## src/rtl/instr_encoder_pkg.sv

```systemverilog
// Shared RV32I opcode constants, instruction-format selection and the field-to-word packer.
package instr_encoder_pkg;

  localparam logic [6:0] OP_LUI    = 7'b0110111;
  localparam logic [6:0] OP_AUIPC  = 7'b0010111;
  localparam logic [6:0] OP_JAL    = 7'b1101111;
  localparam logic [6:0] OP_JALR   = 7'b1100111;
  localparam logic [6:0] OP_BRANCH = 7'b1100011;
  localparam logic [6:0] OP_LOAD   = 7'b0000011;
  localparam logic [6:0] OP_STORE  = 7'b0100011;
  localparam logic [6:0] OP_IMM    = 7'b0010011;
  localparam logic [6:0] OP_OP     = 7'b0110011;
  localparam logic [6:0] OP_MEM    = 7'b0001111;
  localparam logic [6:0] OP_SYS    = 7'b1110011;

  typedef enum logic [2:0] {FMT_R, FMT_I, FMT_U, FMT_B, FMT_S} fmt_e;

  typedef struct packed {
    logic [6:0]  op;
    logic [4:0]  rd;
    logic [4:0]  rs1;
    logic [4:0]  rs2;
    logic [2:0]  fun3;
    logic [6:0]  fun7;
    logic [31:0] imm;
  } fields_t;

  function automatic fmt_e fmt_of(input logic [6:0] op);
    fmt_e f;
    case (op)
      OP_IMM, OP_JALR, OP_LOAD: f = FMT_I;
      OP_LUI, OP_AUIPC, OP_JAL: f = FMT_U;
      OP_BRANCH:                f = FMT_B;
      OP_STORE:                 f = FMT_S;
      default:                  f = FMT_R;
    endcase
    return f;
  endfunction

  function automatic logic is_supported(input logic [6:0] op);
    logic s;
    case (op)
      OP_LUI, OP_AUIPC, OP_JAL, OP_JALR, OP_BRANCH,
      OP_LOAD, OP_STORE, OP_IMM, OP_OP: s = 1'b1;
      default:                          s = 1'b0;
    endcase
    return s;
  endfunction

  // Immediates are taken as raw decoder fields; no RISC-V bit scrambling.
  function automatic logic [31:0] encode(input fields_t f);
    logic [31:0] w;
    case (fmt_of(f.op))
      FMT_I:   w = {f.imm[11:0], f.rs1, f.fun3, f.rd, f.op};
      FMT_U:   w = {f.imm[19:0], f.rd, f.op};
      FMT_B:   w = {f.imm[12:6], f.rs2, f.rs1, f.fun3, f.imm[5:1], f.op};
      FMT_S:   w = {f.imm[11:5], f.rs2, f.rs1, f.fun3, f.imm[4:0], f.op};
      default: w = {f.fun7, f.rs2, f.rs1, f.fun3, f.rd, f.op};
    endcase
    return w;
  endfunction

endpackage

```

## src/rtl/instr_encoder_if.sv

```systemverilog
// Field-tuple input handshake plus instruction-memory write port of the encoder.
interface instr_encoder_if #(parameter int unsigned ADDR_W = 32);

  logic              flush;
  logic              in_valid;
  logic              in_ready;
  logic [6:0]        opCode;
  logic [4:0]        rd;
  logic [4:0]        rs1;
  logic [4:0]        rs2;
  logic [2:0]        fun3;
  logic [6:0]        fun7;
  logic [31:0]       imm;
  logic              mem_we;
  logic              mem_ready;
  logic [ADDR_W-1:0] mem_addr;
  logic [31:0]       mem_wdata;
  logic [ADDR_W-1:0] count;
  logic              unsup;

  modport master (
    output flush, in_valid, opCode, rd, rs1, rs2, fun3, fun7, imm, mem_ready,
    input  in_ready, mem_we, mem_addr, mem_wdata, count, unsup
  );

  modport slave (
    input  flush, in_valid, opCode, rd, rs1, rs2, fun3, fun7, imm, mem_ready,
    output in_ready, mem_we, mem_addr, mem_wdata, count, unsup
  );

endinterface

```

## src/rtl/instr_encoder_fifo.sv

```systemverilog
// Synchronous FIFO with wrap-bit pointers, active-low reset and synchronous clear.
module sync_fifo #(
  parameter int unsigned WIDTH = 32,
  parameter int unsigned DEPTH = 4
) (
  input  logic             clk,
  input  logic             rst_n,
  input  logic             i_clr,
  input  logic             i_push,
  input  logic             i_pop,
  input  logic [WIDTH-1:0] i_din,
  output logic [WIDTH-1:0] o_dout,
  output logic             o_full,
  output logic             o_empty
);

  localparam int unsigned AW = $clog2(DEPTH);

  logic [WIDTH-1:0] r_mem [DEPTH];
  logic [AW:0]      r_wr_ptr;
  logic [AW:0]      r_rd_ptr;
  logic             w_wr_en;
  logic             w_rd_en;

  assign w_wr_en = i_push && !o_full;
  assign w_rd_en = i_pop && !o_empty;

  always_ff @(posedge clk) begin
    if (!rst_n || i_clr) begin
      r_wr_ptr <= '0;
      r_rd_ptr <= '0;
    end else begin
      if (w_wr_en) r_wr_ptr <= r_wr_ptr + (AW+1)'(1);
      if (w_rd_en) r_rd_ptr <= r_rd_ptr + (AW+1)'(1);
    end
  end

  always_ff @(posedge clk) begin
    if (w_wr_en && rst_n && !i_clr) r_mem[r_wr_ptr[AW-1:0]] <= i_din;
  end

  // Equal indices: wrap bits differ when full, match when empty.
  assign o_empty = (r_wr_ptr == r_rd_ptr);
  assign o_full  = (r_wr_ptr[AW] != r_rd_ptr[AW]) &&
                   (r_wr_ptr[AW-1:0] == r_rd_ptr[AW-1:0]);
  assign o_dout  = r_mem[r_rd_ptr[AW-1:0]];

endmodule

```

## src/rtl/instr_encoder.sv

```systemverilog
// Packs decoded RV32I fields into instruction words, queues them and streams
// them to instruction memory at an auto-incrementing address.
module instr_encoder
  import instr_encoder_pkg::*;
#(
  parameter int unsigned       DEPTH     = 4,
  parameter int unsigned       ADDR_W    = 32,
  parameter logic [ADDR_W-1:0] BASE_ADDR = '0
) (
  input  logic            clk,
  input  logic            rst_n,
  instr_encoder_if.slave  bus
);

  fields_t           w_fields;
  logic [31:0]       w_word;
  logic [31:0]       w_head;
  logic              w_full;
  logic              w_empty;
  logic              w_push;
  logic              w_pop;
  logic              w_unused;
  logic [ADDR_W-1:0] r_addr;
  logic [ADDR_W-1:0] r_count;
  logic              r_unsup;

  assign w_fields = '{op:   bus.opCode,
                      rd:   bus.rd,
                      rs1:  bus.rs1,
                      rs2:  bus.rs2,
                      fun3: bus.fun3,
                      fun7: bus.fun7,
                      imm:  bus.imm};
  assign w_word   = encode(w_fields);
  assign w_unused = ^bus.imm[31:20];

  // Flush wins over a same-cycle push or pop.
  assign w_push = bus.in_valid && !w_full && !bus.flush;
  assign w_pop  = !w_empty && bus.mem_ready && !bus.flush;

  sync_fifo #(
    .WIDTH (32),
    .DEPTH (DEPTH)
  ) u_fifo (
    .clk     (clk),
    .rst_n   (rst_n),
    .i_clr   (bus.flush),
    .i_push  (w_push),
    .i_pop   (w_pop),
    .i_din   (w_word),
    .o_dout  (w_head),
    .o_full  (w_full),
    .o_empty (w_empty)
  );

  always_ff @(posedge clk) begin
    if (!rst_n || bus.flush) begin
      r_addr  <= BASE_ADDR;
      r_count <= '0;
      r_unsup <= 1'b0;
    end else begin
      if (w_pop) begin
        r_addr  <= r_addr + ADDR_W'(4);
        r_count <= r_count + ADDR_W'(1);
      end
      if (w_push && !is_supported(bus.opCode)) r_unsup <= 1'b1;
    end
  end

  assign bus.in_ready  = !w_full;
  assign bus.mem_we    = !w_empty;
  assign bus.mem_addr  = r_addr;
  assign bus.mem_wdata = w_head;
  assign bus.count     = r_count;
  assign bus.unsup     = r_unsup;

endmodule

```

## src/flat_wrapper.sv

```systemverilog
// flat-port wrapper written by rule: the top's interface ports become plain ports
module instr_encoder_flat import instr_encoder_pkg::*;
#(
  parameter int unsigned       DEPTH     = 4,
  parameter int unsigned       ADDR_W    = 32,
  parameter logic [ADDR_W-1:0] BASE_ADDR = '0
)
  (clk, rst_n, bus_flush, bus_in_valid, bus_opCode, bus_rd, bus_rs1, bus_rs2, bus_fun3, bus_fun7, bus_imm, bus_mem_ready, bus_in_ready, bus_mem_we, bus_mem_addr, bus_mem_wdata, bus_count, bus_unsup);
  instr_encoder_if #(.ADDR_W(ADDR_W)) bus_i ();
  input  logic clk;
  input  logic rst_n;
  input wire logic [$bits(bus_i.flush)-1:0] bus_flush;
  input wire logic [$bits(bus_i.in_valid)-1:0] bus_in_valid;
  input wire logic [$bits(bus_i.opCode)-1:0] bus_opCode;
  input wire logic [$bits(bus_i.rd)-1:0] bus_rd;
  input wire logic [$bits(bus_i.rs1)-1:0] bus_rs1;
  input wire logic [$bits(bus_i.rs2)-1:0] bus_rs2;
  input wire logic [$bits(bus_i.fun3)-1:0] bus_fun3;
  input wire logic [$bits(bus_i.fun7)-1:0] bus_fun7;
  input wire logic [$bits(bus_i.imm)-1:0] bus_imm;
  input wire logic [$bits(bus_i.mem_ready)-1:0] bus_mem_ready;
  output wire logic [$bits(bus_i.in_ready)-1:0] bus_in_ready;
  output wire logic [$bits(bus_i.mem_we)-1:0] bus_mem_we;
  output wire logic [$bits(bus_i.mem_addr)-1:0] bus_mem_addr;
  output wire logic [$bits(bus_i.mem_wdata)-1:0] bus_mem_wdata;
  output wire logic [$bits(bus_i.count)-1:0] bus_count;
  output wire logic [$bits(bus_i.unsup)-1:0] bus_unsup;
  assign bus_i.flush = bus_flush;
  assign bus_i.in_valid = bus_in_valid;
  assign bus_i.opCode = bus_opCode;
  assign bus_i.rd = bus_rd;
  assign bus_i.rs1 = bus_rs1;
  assign bus_i.rs2 = bus_rs2;
  assign bus_i.fun3 = bus_fun3;
  assign bus_i.fun7 = bus_fun7;
  assign bus_i.imm = bus_imm;
  assign bus_i.mem_ready = bus_mem_ready;
  assign bus_in_ready = bus_i.in_ready;
  assign bus_mem_we = bus_i.mem_we;
  assign bus_mem_addr = bus_i.mem_addr;
  assign bus_mem_wdata = bus_i.mem_wdata;
  assign bus_count = bus_i.count;
  assign bus_unsup = bus_i.unsup;
  instr_encoder #(.DEPTH(DEPTH), .ADDR_W(ADDR_W), .BASE_ADDR(BASE_ADDR)) u_core (.clk(clk), .rst_n(rst_n), .bus(bus_i));
endmodule
```

## config.mk

```make
export PLATFORM = sky130hd
export DESIGN_NAME = instr_encoder_flat
export DESIGN_NICKNAME = d
export VERILOG_FILES = /design/src/rtl/instr_encoder_pkg.sv /design/src/rtl/instr_encoder_if.sv /design/src/rtl/instr_encoder_fifo.sv /design/src/rtl/instr_encoder.sv /design/src/flat_wrapper.sv
export SDC_FILE = /design/constraint.sdc
export NUM_CORES = 1
export LEC_CHECK = 0
export ABC_AREA = 1
export BUFFER_PORTS_ARGS = -buffer_cell sky130_fd_sc_hd__buf_2
export CAP_MARGIN = 30
export CORE_MARGIN = 1
export CORE_UTILIZATION = 45
export DETAILED_ROUTE_END_ITERATION = 10
export GPL_TIMING_DRIVEN = 1
export PLACE_DENSITY = 0.64
export SLEW_MARGIN = 20
export SYNTH_ARGS = -nofsm -noshare
export SYNTH_HDL_FRONTEND = slang
export SYNTH_SLANG_ARGS = --single-unit
export TNS_END_PERCENT = 1
```

## constraint.sdc

```tcl
create_clock -name clk -period 3.93 [get_ports clk]
set_input_delay 0.786 -clock clk [delete_from_list [all_inputs] [get_ports clk]]
set_output_delay 0.786 -clock clk [all_outputs]
set_load 0.05 [all_outputs]
```

* Word level (Yosys, flattened, before mapping)
Memory sizes are Yosys's and may differ from the RTL's. A register that Yosys moved wholly into a read port is not among the register bits. Cells that the tools add are included.
Storage, ports and cells: register bits after elaboration 71, RAM bits 128, output and inout bits 99, memories 1
Memories:
- u_core.u_fifo.r_mem | words 4, width 32, read ports 1, clocked after memory_dff 1, write ports 1, RTL line instr_encoder_fifo.sv:19 | logic [WIDTH-1:0] r_mem [DEPTH];
Operators by class: add/sub/neg operators 4, equality and inequality tests 16, multiplexer cells 8, reduce and logical (&&, ||, !) cells 19
Operators with widths (count):
- 32-bit one-hot mux with 4 select lines | 1
- 32-bit by 1-bit adder with 32-bit output (second input constant) | 1
- 32-bit by 3-bit adder with 32-bit output (second input constant) | 1
- 7-bit by 6-bit equality test with 1-bit output (second input constant) | 3
- 7-bit equality test (second input constant) | 3
- 7-bit by 5-bit equality test with 1-bit output (second input constant) | 2
- 3-bit one-hot mux with 4 select lines | 1
- 1-bit logical AND | 10
- 9-bit OR reduction | 1
- 7-bit by 2-bit equality test with 1-bit output (second input constant) | 1
- 3-bit by 1-bit adder with 3-bit output (second input constant) | 2
- 3-bit by 2-bit equality test with 1-bit output (second input constant) | 2
- 3-bit OR reduction | 2
- 1-bit logical NOT | 5
- 1-bit 2-to-1 mux | 4
- 2-bit 2-to-1 mux | 2
- 3-bit by 1-bit equality test with 1-bit output (second input constant) | 1
- 3-bit equality test | 1
- 3-bit equality test (second input constant) | 1
- 2-bit equality test | 1
- 1-bit logical OR | 1
- 1-bit != test | 1

* Logic depth before layout (Yosys ltp)
depth after elaboration 10, mapped depth 11, mapped depth without buffers 10

* Hierarchy
From an unflattened synthesis, not the netlist that was laid out.
Second synthesis, totals: cells, all modules 1108, area, all modules 9621.7 µm²
By module, submodules not included:
- sync_fifo | instances 1, cells each 386, area an instance 5308.8 µm²
- instr_encoder | instances 1, cells each 722, area an instance 4312.9 µm²

* Worst setup path after synthesis
No wires, ideal clock.
path kind register to register, start point register u_core.u_fifo.r_wr_ptr[1], end point memory u_core.u_fifo.r_mem[0][0] (enable), library setup time 0.421 ns, arrival 2.836 ns, data required time 3.509 ns, path slack 0.673 ns, cell stages (with the launch flop) 9, clock period less this slack 3.257 ns, cells stage by stage dfxtp_1 -> inv_1 -> nand2_1 -> nand2_1 -> nand3_1 -> nand3_1 -> inv_1 -> nand2_1 -> nor2_1
Between the ends: cells in the longest elaborated chain, start to end 10
RTL lines:
- from (decl) | RTL line instr_encoder_fifo.sv:20 | logic [AW:0] r_wr_ptr;
- from (signal assigned) | RTL line instr_encoder_fifo.sv:33 | if (w_wr_en) r_wr_ptr <= r_wr_ptr + (AW+1)'(1);
- 2-bit equality test * | RTL line instr_encoder_fifo.sv:45 | (r_wr_ptr[AW-1:0] == r_rd_ptr[AW-1:0]);
- 1-bit logical AND * | RTL line instr_encoder_fifo.sv:44 | assign o_full = (r_wr_ptr[AW] != r_rd_ptr[AW]) &&
- 1-bit logical NOT *
- via bus_in_ready | RTL line flat_wrapper.sv:22 | output wire logic [$bits(bus_i.in_ready)-1:0] bus_in_ready;
- 1-bit logical AND (2 in a row) | RTL line instr_encoder.sv:38 | assign w_push = bus.in_valid && !w_full && !bus.flush;
- 1-bit logical AND * | RTL line instr_encoder_fifo.sv:25 | assign w_wr_en = i_push && !o_full;
- 1-bit logical AND * (2 in a row) | RTL line instr_encoder_fifo.sv:39 | if (w_wr_en && rst_n && !i_clr) r_mem[r_wr_ptr[AW-1:0]] <= i_din;
- 1-bit 2-to-1 mux * | RTL line instr_encoder_fifo.sv:39
- 1-bit 2-to-1 mux (not written as such) * | RTL line instr_encoder_fifo.sv:39
- to (decl) | RTL line instr_encoder_fifo.sv:19
Mark *: on every way through the listed nets, which the timed path passes. The rest lies on a longest branch.

==> key figures <==
Run status
  – Status: finished, final reports clean

Final layout
  – Layout cells sized above 1: 16.8%
  – Final core occ: 53.8%
  – Finished Layout Cells: 1607
  – Final nets: 1394
  – Area Growth Syn to Fin: 17.1%

Die
  – Core Box Area: 21000 µm²
  – IO Pins: 168
  – Die X: 149 µm
  – Starting Density: 45.9%
  – Die height: 149 µm
  – Full die area: 22100 µm²
  – Row count: 53

CTS
  – Clock transition at path regs: 0.08 ns
  – Cts bufs inserted: 17
  – Clock Sinks: 199
  – CTS max path bufs: 2
  – H-tree levels: 4
  – Hold Buf Count CTS: 0
  – Worst-skew pair later-pin latency: 0.44 ns
  – TritonCTS clock tree: yes
  – # resized after CTS: 0
  – Root cell of the clock tree: clkbuf_16
  – Setup repair bufs after CTS: 0

Place
  – Cell count after placement: 1574
  – Dpl hpwl: 16500 µm
  – PortBufs: 153
  – Final RePlAce weighted congestion: 0.864

Detailed routing
  – Post-route ant nets: 0
  – Vias per cell: 5.17
  – DR WL/cell: 15.2 µm
  – Routed vias: 8309
  – Pre-antenna DRT Iters: 5
  – Iter 0 DRT Violations: 626
  – Post-Route WL: 24400 µm
  – Residual DRC count: 0

Hold path
  – Worst Hold Class: register to register
  – Hold Crit Depth: 2
  – Hold_sp: u_core.bus.unsup
  – Hold Path Sink: u_core.bus.unsup

Critical path
  – RR Startpoint: u_core.u_fifo.r_wr_ptr[0]
  – Nature of the critical path endpoint: primary output
  – Worst path required time: 3.14 ns
  – R2R depth: 9
  – Endpoint of the worst register-to-register path: u_core.u_fifo.r_mem[2][29]
  – Nature of the critical path startpoint: register
  – Arr. time, crit path: 2.40 ns
  – R2R setup slack: 1.50 ns
  – CP max FO: 34
  – Setup Crit Path Kind: register to primary output

Timing
  – RSZ-0062 raised after global routing: no
  – Setup_tns: 0 ns
  – Worst-margin pin slew: 0.868 ns
  – Count of pins over their slew limit: 0
  – Fmax: 314 MHz
  – Hold_ws: 0.458 ns
  – Hold Vio Cnt, Final: 0
  – Final period util: 81.0%
  – Min Tclk post-route: 3.18 ns
  – Final setup fails: 0
  – Slew HR: 41.8%
  – Worst Skew: 0.0102 ns

GRT
  – Initial antenna violation count: 1
  – Total grt overflow: 0
  – First-pass GRT wire length: 38300 µm
  – Vias in the first global route: 7384
  – Pin count of the biggest net entering global routing: 65
  – Gr usage total: 22.4%

Logic synthesis
  – Yosys cell types: 32
  – Synth Warn #: 0
  – Post-synthesis cell area: 9660 µm²
  – Cell count after synthesis: 1176
  – Post-synthesis sequential area ratio: 54.5%
  – #FFs+latches synth: 199
  – Mean Syn Cell Area: 8.21 µm²

Flow run
  – Max cap viols: 0

Power
  – Ratio of total power to cell area: 378 nW/µm²
  – Static leakage: 0.00424 µW
  – Peak VDD IR: 0.301 mV
layout by cell type, fill, tap and decap left out, types with 7 or more instances in the layout:
cell | Yosys | layout
o21ai_0 | 83 | 83
o221ai_1 | 10 | 10
xor2_1 | 16 | 16
o22ai_1 | 36 | 36
nor2_1 | 188 | 184
xnor2_1 | 10 | 10
buf_4 | 2 | 11
clkbuf_16 | 0 | 17
ha_1 | 7 | 7
nand3_1 | 48 | 48
o211ai_1 | 7 | 7
edfxtp_1 | 128 | 128
nand2_1 | 362 | 361
dfxtp_1 | 71 | 70
nor2_2 | 8 | 8
buf_2 | 11 | 153
a21oi_1 | 67 | 67
inv_1 | 73 | 73
how the worst max path moves through the flow:
stage | end | slack, ns | cells after the start
3_5_place_dp | u_core.u_fifo.r_mem[2][18] | 1.13 | 7
5_1_grt | bus_mem_wdata[8] | 0.55 | 5
3_3_place_gp | u_core.u_fifo.r_mem[2][18] | 1.16 | 7
2_1_floorplan | u_core.u_fifo.r_mem[0][0] | 0.67 | 8
6_report | bus_mem_wdata[15] | 0.75 | 5
4_1_cts | bus_mem_wdata[8] | 0.73 | 5
final cells by class:
cell class                      count  area, µm²
Fill cell                        1976       9710
Sequential cell                   199       5270
Multi-Input combinational cell    855       3920
Timing Repair Buffer              166        888
Clock buffer                       17        425
Tap cell                          275        344
Inverter                           79        297
Clock inverter                     15        174
Antenna cell                        1       2.50
through the flow:
step / setup slack [ns] / power, µW / area (µm²)
finish: 0.748 / 4280 / 11300
global route: 0.546 / 4420 / 11300
CTS: 0.730 / 4310 / 11300
detailed placement: 1.13 / 2590 / 10700
global placement: 1.16 / 2590 / 10700
floorplan: 0.673 / 2490 / 9660
per-layer routing:
metal | up-vias | track usage, % | wire (µm)
li1 | 4182 | - | -
met1 | 3842 | 30.3 | 11000
met2 | 266 | 36.8 | 11500
met3 | 19 | 3.90 | 1590
met4 | 0 | 6.19 | 289
met5 | - | 0 | 0
critical path, cell delays in order, from the launching register on:
cell and delay [ns]:
dfxtp_2 0.33, clkinv_1 0.66, buf_12 0.45, o21ai_0 0.16, o22ai_1 0.13, buf_2 0.23
cells in the mapped netlist:
master | number | area [µm²]
clkbuf_1 | 24 | 90.1
nand2_1 | 362 | 1360
nand2_2 | 2 | 12.5
dfxtp_1 | 71 | 1420
buf_6 | 4 | 45.0
edfxtp_1 | 128 | 3840
ha_1 | 7 | 87.6
or2_2 | 1 | 6.26
nor3_1 | 2 | 10.0
nand3_2 | 1 | 10.0
buf_2 | 11 | 55.1
a21oi_2 | 1 | 8.76
clkinv_1 | 1 | 3.75
conb_1 | 1 | 3.75
nand4_1 | 1 | 6.26
o21ai_0 | 83 | 415
o211ai_1 | 7 | 52.6
nor2_1 | 188 | 706
xnor2_1 | 10 | 87.6
nand3_1 | 48 | 240
xor2_1 | 16 | 140
nor3b_1 | 1 | 7.51
o221ai_1 | 10 | 87.6
inv_2 | 5 | 18.8
nor2_4 | 1 | 11.3
nor2_2 | 8 | 50.1
inv_1 | 73 | 274
o22ai_1 | 36 | 225
nand3_4 | 1 | 17.5
buf_1 | 3 | 11.3
a21oi_1 | 67 | 335
buf_4 | 2 | 15.0
state kept, by name, indices dropped and copies added (netlist names), named ones only:
register                flops
u_core.bus.count           32
u_core.u_fifo.r_wr_ptr      3
u_core.bus.mem_addr        30
u_core.bus.unsup            1
u_core.u_fifo.r_mem       128
u_core.u_fifo.r_rd_ptr      3
logic make-up (layout without fill, tap and decap cells):
kind of cell,Yosys count,after routing,share of synthesized area [%]
XOR/XNOR,26,26,2.36
AND/OR/NAND/NOR,616,616,25.2
other,1,3,0.0388
adder cells (fa/ha/maj),7,7,0.907
buffers and inverters,123,277,5.31
flip-flops,199,199,54.5
AO/OA/AOI/OAI,204,204,11.6
report_power, final:
group | total [µW] | internal [µW] | switching, µW
Sequential | 2250 | 2240 | 5.31
Clock | 1740 | 864 | 872
Combinational | 291 | 71.7 | 220
Note: power is estimated with default switching activity, not from simulation.
